$ cat src/rtl/hazard_stall_ctrl.sv
// Load-use / mult-div hazard and stall controller for the 5-stage MIPS core.
// Optional macro HAZARD_PERF_CNT_EN adds lu/md stall-cycle performance counters.
module hazard_stall_ctrl #(
  parameter int MD_LATENCY      = 4,
  parameter int LOAD_USE_STALLS = 1
) (
  input  logic       clk,
  input  logic       reset,
  input  logic [4:0] id_rs,
  input  logic [4:0] id_rt,
  input  logic       id_uses_rs,
  input  logic       id_uses_rt,
  input  logic       ex_mem_read,
  input  logic [4:0] ex_rd,
  input  logic       id_md_start,
  input  logic       id_md_read,
  input  logic       branch_taken,
  output logic       pc_le,
  output logic       ifid_le,
  output logic       cu_nop_sel,
  output logic       pc_redirect,
  output logic       md_busy,
  output logic       stall
`ifdef HAZARD_PERF_CNT_EN
  ,
  output logic [15:0] lu_stall_cycles,
  output logic [15:0] md_stall_cycles
`endif
);

  // state    | meaning
  // RUN      | normal issue, hazards checked combinationally
  // LD_STALL | extra load-use bubbles, hazard inputs ignored
  // MD_STALL | waiting for mult/div unit to drain
  localparam logic [1:0] S_RUN = 2'd0;
  localparam logic [1:0] S_LD  = 2'd1;
  localparam logic [1:0] S_MD  = 2'd2;

  logic [1:0] r_state;
  logic [1:0] r_ld_cnt;
  logic [3:0] r_md_cnt;

  logic [1:0] w_next_state;
  logic [1:0] w_next_ld_cnt;
  logic [3:0] w_next_md_cnt;
  logic       w_lu_hz;
  logic       w_md_hz;
  logic       w_md_busy;
  logic       w_stall;
  logic       w_md_accept;
  logic       w_lu_cause;
  logic       w_md_cause;

  always_comb begin
    w_lu_hz = ex_mem_read && (ex_rd != 5'd0) &&
              ((id_uses_rs && (id_rs == ex_rd)) || (id_uses_rt && (id_rt == ex_rd)));
    w_md_busy     = (r_md_cnt != 4'd0);
    w_md_hz       = w_md_busy && (id_md_read || id_md_start);
    w_next_state  = r_state;
    w_next_ld_cnt = r_ld_cnt;
    w_stall       = 1'b0;
    w_lu_cause    = 1'b0;
    w_md_cause    = 1'b0;
    case (r_state)
      S_RUN: begin
        w_stall    = w_lu_hz || w_md_hz;
        w_lu_cause = w_lu_hz;
        w_md_cause = w_md_hz && !w_lu_hz;
        if (w_lu_hz) begin
          if (LOAD_USE_STALLS > 1) begin
            w_next_state  = S_LD;
            w_next_ld_cnt = 2'(LOAD_USE_STALLS - 1);
          end
        end else if (w_md_hz) begin
          w_next_state = S_MD;
        end
      end
      S_LD: begin
        w_stall       = 1'b1;
        w_lu_cause    = 1'b1;
        w_next_ld_cnt = r_ld_cnt - 2'd1;
        if (r_ld_cnt <= 2'd1) w_next_state = S_RUN;
      end
      S_MD: begin
        w_stall    = w_md_busy;
        w_md_cause = w_md_busy;
        if (!w_md_busy) w_next_state = S_RUN;
      end
      default: w_next_state = S_RUN;
    endcase

    w_md_accept = id_md_start && !w_stall;
    if (w_md_accept)    w_next_md_cnt = 4'(MD_LATENCY);
    else if (w_md_busy) w_next_md_cnt = r_md_cnt - 4'd1;
    else                w_next_md_cnt = 4'd0;
  end

  // Reset forces the idle output pattern regardless of inputs.
  assign stall       = !reset && w_stall;
  assign pc_le       = !stall;
  assign ifid_le     = !stall;
  assign cu_nop_sel  = stall;
  assign pc_redirect = !reset && branch_taken && !w_stall;
  assign md_busy     = !reset && w_md_busy;

  always_ff @(posedge clk) begin
    if (reset) begin
      r_state  <= S_RUN;
      r_ld_cnt <= 2'd0;
      r_md_cnt <= 4'd0;
    end else begin
      r_state  <= w_next_state;
      r_ld_cnt <= w_next_ld_cnt;
      r_md_cnt <= w_next_md_cnt;
    end
  end

`ifdef HAZARD_PERF_CNT_EN
  logic [15:0] r_lu_perf;
  logic [15:0] r_md_perf;

  always_ff @(posedge clk) begin
    if (reset) begin
      r_lu_perf <= 16'd0;
      r_md_perf <= 16'd0;
    end else begin
      if (w_lu_cause && (r_lu_perf != 16'hFFFF)) r_lu_perf <= r_lu_perf + 16'd1;
      if (w_md_cause && (r_md_perf != 16'hFFFF)) r_md_perf <= r_md_perf + 16'd1;
    end
  end

  assign lu_stall_cycles = r_lu_perf;
  assign md_stall_cycles = r_md_perf;
`else
  logic w_unused_cause;
  assign w_unused_cause = w_lu_cause ^ w_md_cause;
`endif

endmodule

$ cat config.mk
export PLATFORM = sky130hd
export DESIGN_NAME = hazard_stall_ctrl
export DESIGN_NICKNAME = d
export VERILOG_FILES = /design/src/rtl/hazard_stall_ctrl.sv
export SDC_FILE = /design/constraint.sdc
export NUM_CORES = 1
export LEC_CHECK = 0
export CAP_MARGIN = 40
export CORE_AREA = 4 4 41 43
export DETAILED_ROUTE_END_ITERATION = 16
export DIE_AREA = 0 0 45 47
export PLACE_DENSITY = 0.7
export SYNTH_ARGS = -nofsm -noshare
export SYNTH_HDL_FRONTEND = slang
export SYNTH_SLANG_ARGS = --single-unit
$ cat constraint.sdc
create_clock -name clk -period 3.6 [get_ports clk]
set_input_delay 0.36 -clock clk [delete_from_list [all_inputs] [get_ports clk]]
set_output_delay 0.36 -clock clk [all_outputs]
set_load 0.005 [all_outputs]
### Yosys cells after proc, flatten, opt, wreduce, memory -nomap -nowiden

Cells that the tools add are included.

* memories: 0
* ROM bits: 0
* logic and storage cells: 45
* register bits: 8
* bits of input ports: 23
* latch bits: 0
* bits in writable memories: 0
* output and inout bits: 6

* $mul: 0
* order comparisons: 1
* multiplexer cells: 8
* shift-type cells: 0
* divide/modulo/power cells: 0
* reductions and logical operators: 21
* add/sub/neg operators: 2
* bitwise logic cells: 1
* equality and inequality tests: 8

Operators by type and width (number)
* $eq A5 B5 Y1: 2
* $logic_and A1 B1 Y1: 10
* $mux W2: 4
* $ne A2 B2 Y1 const B: 4
* $mux W3: 2
* $pmux W2 S3: 1
* $reduce_bool A5 Y1: 1
* $reduce_and A4 Y1: 1
* $reduce_bool A4 Y1: 1
* $sub A4 B1 Y4 const B: 1
* $logic_not A1 Y1: 3
* $logic_or A1 B1 Y1: 3
* $pmux W1 S3: 1
* $reduce_or A3 Y1: 1
* $eq A2 B1 Y1 const B: 1
* $eq A2 B2 Y1 const B: 1
* $le A2 B1 Y1 const B: 1
* $logic_not A2 Y1: 1
* $sub A2 B1 Y2 const B: 1
* $not A1 Y1: 1

### Logic depth before layout (Yosys ltp)

* depth after elaboration: 9
* mapped depth: 8
* mapped depth without buffers: 7

### Least setup slack after synthesis

OpenSTA, ideal clock, no wires.

* path kind: flip-flop to output port
* from: register r_md_cnt[0]
* to: output port pc_le
* cell stages (with the launch flop): 9
* path buffers: 1
* arrival: 1484 ps
* data required time: 3240 ps
* slack: 1756 ps
* cells stage by stage: dfxtp_1 > inv_1 > ha_1 > nor3b_1 > or2_2 > inv_1 > nand2_1 > a21boi_1 > buf_4

* cells in the longest elaborated chain, start to end: 6

Ends and longest elaborated chain
* from (decl): line 41 `logic [3:0] r_md_cnt;`
* from (signal assigned): line 114 `r_md_cnt <= w_next_md_cnt;`
* $reduce_bool A4 Y1 (*): line 57 `w_md_busy = (r_md_cnt != 4'd0);`
* $logic_and A1 B1 Y1: line 58 `w_md_hz = w_md_busy && (id_md_read || id_md_start);`
* $logic_or A1 B1 Y1: line 66 `w_stall = w_lu_hz || w_md_hz;`
* $pmux W1 S3 (*): line 64 `case (r_state)`
* $logic_and A1 B1 Y1 (*): line 99 `assign stall = !reset && w_stall;`
* $logic_not A1 Y1 (*)
* to (decl): line 18 `output logic pc_le,`

Every way passes the cells marked *; elsewhere a longest branch is shown, timed or not.

### Worst setup path after layout

* from: input port ex_rd[1]
* to: output port ifid_le

* cells in the longest elaborated chain, start to end: 8
* elaborated cells on any way between the ends: 12
* those cells by class: 2 x eq/ne; 1 x mux; 9 x reduce/logical

Ends and longest elaborated chain
* from (decl): line 14 `input logic [4:0] ex_rd,`
* $eq A5 B5 Y1: line 56 `((id_uses_rs && (id_rs == ex_rd)) || (id_uses_rt && (id_rt == ex_rd)));`
* $logic_and A1 B1 Y1: line 56
* $logic_or A1 B1 Y1: line 56
* $logic_and A1 B1 Y1 (*): line 55 `w_lu_hz = ex_mem_read && (ex_rd != 5'd0) &&`
* $logic_or A1 B1 Y1 (*): line 66
* $pmux W1 S3 (*): line 64
* $logic_and A1 B1 Y1 (*): line 99
* $logic_not A1 Y1 (*): line 101 `assign ifid_le = !stall;`
* to (decl): line 19 `output logic ifid_le,`

Marks and branches as above.

==> impl_metrics.json <==
{
  "cp.depth": 6,
  "dp_cells": 92,
  "fin_crit_sh": 0.7489,
  "fmax_ghz": 0.3709,
  "yosysSeqAreaShare": 0.2417,
  "vias": 472,
  "fillers": 148,
  "critPathCapture": "ifid_le",
  "multi_input_area_um2": 287.8,
  "end_kind": "output pin",
  "synth_area_per_cell_um2": 8.121,
  "path_buf_inv": 2,
  "netlist_area_um2": 414.1,
  "ios": 29,
  "cp-start-kind": "primary input",
  "reg2reg_slack_ns": 2.04,
  "hold_violations": 0,
  "clock_latency_ns": 0.25,
  "irDropWorstVdd_mv": 0.1941,
  "postCtsSetupRepairBufs": 0,
  "grt_max_degree": 6,
  "r2r_start": "r_md_cnt[0]",
  "cp_cell_sequence": "clkdlybuf4s50_1 -> or4_1 -> o21ai_2 -> nor3_1 -> a21boi_1 -> clkdlybuf4s50_1",
  "worstReg2RegEnd": "r_md_cnt[2]",
  "cpMostUsedCell": "clkdlybuf4s50_1",
  "layout_common_cells": "clkdlybuf4s50_1, xnor2_1, dfxtp_1, nor2_1, a21oi_1",
  "status": "complete, no violations",
  "cts_root_buf": "clkbuf_4",
  "drc": 0,
  "utilization": 0.5567,
  "final_common_cell": "clkdlybuf4s50_1",
  "finClkSkew_ns": 0.001942,
  "gp_congestion": 0.6932,
  "syn_nets": 76,
  "die_x_um": 45,
  "fin_area_um2": 724.4,
  "insertedDiodeCount": 0,
  "ys_types": 23,
  "ys.warnings.count": 0,
  "place_hpwl_um": 997.6,
  "total_power_mw": 0.3653,
  "finalSetupTns_ns": 0,
  "coreArea_mm2": 0.001301,
  "antenna_found_initial": 0,
  "drt_iter0_drc": 4,
  "fin_cells": 96,
  "grt_setup_unrepaired": "no",
  "worst_pin_slew_ns": 0.3748,
  "synth-compound-area-share": 0.1420,
  "nNetsFinal": 107,
  "setup_violations": 0,
  "period_needed_ns": 2.696,
  "cp_max_fo": 3,
  "cts_tree": "built",
  "first_pass_iters": 2,
  "hold_path.class": "reg2reg",
  "synthAdderAreaFrac": 0.06042,
  "cp_top_family": "buffers and inverters",
  "layout-drive-gt1-share": 0.06173,
  "io_buffers": 28,
  "synth_top_family_by_area": "XOR/XNOR gates",
  "synth-seq-cells": 5,
  "wl_per_cell_um": 11.29,
  "place_area_um2": 698.2,
  "total_leakage_power_nw": 0.2751,
  "rr_worst_depth": 7,
  "grt_usage": 0.1200,
  "grt_pass1_wl_um": 1759,
  "syn_inst": 51,
  "critPathRequiredTime_ns": 3.24,
  "cts_buffer_depth": 2,
  "critPathMaxStageDelay_ns": 0.56,
  "areaGrowthSynthToFinish_pct": 74.92,
  "die-area_mm2": 0.002115,
  "hold_buffers": 0,
  "wirelength_um": 1084,
  "crit_slowest_cell": "or4_1",
  "drv_cap": 0,
  "antenna_left": 0,
  "htreeDepth": 1,
  "slew_viol_final": 0,
  "seqCellArea_um2": 100.1,
  "viasPerCell": 4.917,
  "synthSimpleGateAreaFrac": 0.2387,
  "grt_pass1_vias": 475,
  "clock-sinks": 5,
  "slew_headroom": 0.7501,
  "cts_resized": 0,
  "die_h_um": 47,
  "grt.overflow.total": 0,
  "critPathArrivalTime_ns": 2.34,
  "start_util": 0.3183,
  "worstSetupStartpoint": "ex_rd[1]",
  "p_per_area_mw_per_mm2": 504.2,
  "numCtsBuffers": 3,
  "rows": 13,
  "synth.mux.area_fraction": 0,
  "synth_xor_area_frac": 0.2538,
  "clkTransAtPathRegs_ns": 0.04,
  "path_class": "in2out"
}
worst min-delay path by stage:
stage / slack, ns / cells after the start / startpoint / endpoint
global placement: 0.42 / 1 / r_md_cnt[0] / r_md_cnt[0]
floorplan: 0.41 / 1 / r_md_cnt[0] / r_md_cnt[0]
CTS: 0.43 / 1 / r_md_cnt[0] / r_md_cnt[0]
global route: 0.45 / 1 / r_md_cnt[0] / r_md_cnt[0]
detailed placement: 0.43 / 1 / r_md_cnt[0] / r_md_cnt[0]
finish: 0.43 / 1 / r_md_cnt[0] / r_md_cnt[0]
Yosys cell counts (all sizes together):
cell | count | share of area
ha | 2 | 0.060
xor2 | 1 | 0.021
dfxtp | 5 | 0.24
nor3 | 2 | 0.024
nand2 | 3 | 0.027
nand2b | 1 | 0.015
inv | 3 | 0.027
or2 | 1 | 0.015
o22ai | 1 | 0.015
xnor2 | 11 | 0.23
nand4 | 2 | 0.030
o21ai | 1 | 0.021
and3b | 1 | 0.021
nand3b | 1 | 0.018
a21oi | 4 | 0.048
a21boi | 1 | 0.018
nor3b | 1 | 0.018
a22o | 1 | 0.021
or4 | 1 | 0.018
nor2 | 4 | 0.036
buf | 2 | 0.036
a211oi | 1 | 0.018
or3 | 1 | 0.015
kinds of logic (layout without fill, tap and decap cells):
family                     after synthesis  after routing
and+or+nand+nor                         18             18
xor gates and xnor gates                12             12
AOI/OAI and AO/OA                        9              9
DFF                                      5              5
buffers and inverters                    5             35
adders and majority gates                2              2
per-stage QoR:
| step | hold WS, ns | setup slack, ns |
|---|---|---|
| 2_1_floorplan | 0.4128 | 1.756 |
| 3_3_place_gp | 0.4245 | 0.9163 |
| 3_5_place_dp | 0.4272 | 0.8788 |
| 4_1_cts | 0.4332 | 0.8884 |
| 5_1_grt | 0.4500 | 0.7835 |
| 6_report | 0.4326 | 0.9038 |
flip-flops by register name, indices dropped and copies added (netlist names):
register	cells
r_state	1
r_md_cnt	4
cell type report:
| cell class | count | share of cell area |
|---|---|---|
| inverters | 3 | 0.01554 |
| flip-flops and latches | 5 | 0.1382 |
| repair buffers | 28 | 0.3869 |
| well taps | 15 | 0.02591 |
| clock buffers | 4 | 0.03627 |
| multi-input cells | 41 | 0.3972 |
layer usage:
metal	vias up	global-route usage	wire length, um
li1	235	-	-
met3	4	0.03448	114
met5	-	0	0
met4	0	0.08772	29
met2	25	0.2288	586
met1	208	0.1066	353
power breakdown:
group | internal [mW] | switching [mW]
Combinational | 0.120 | 0.0840
Clock | 0.0420 | 0.0248
Sequential | 0.0784 | 0.0158
worst reg2reg max path: stages, from the launching register on:
cell	delay, ns
dfxtp_1	0.31
inv_1	0.08
ha_1	0.14
nor3b_1	0.28
or2_2	0.21
inv_1	0.09
a211oi_1	0.22
a21oi_1	0.10
(Power assumes the default switching activity.)
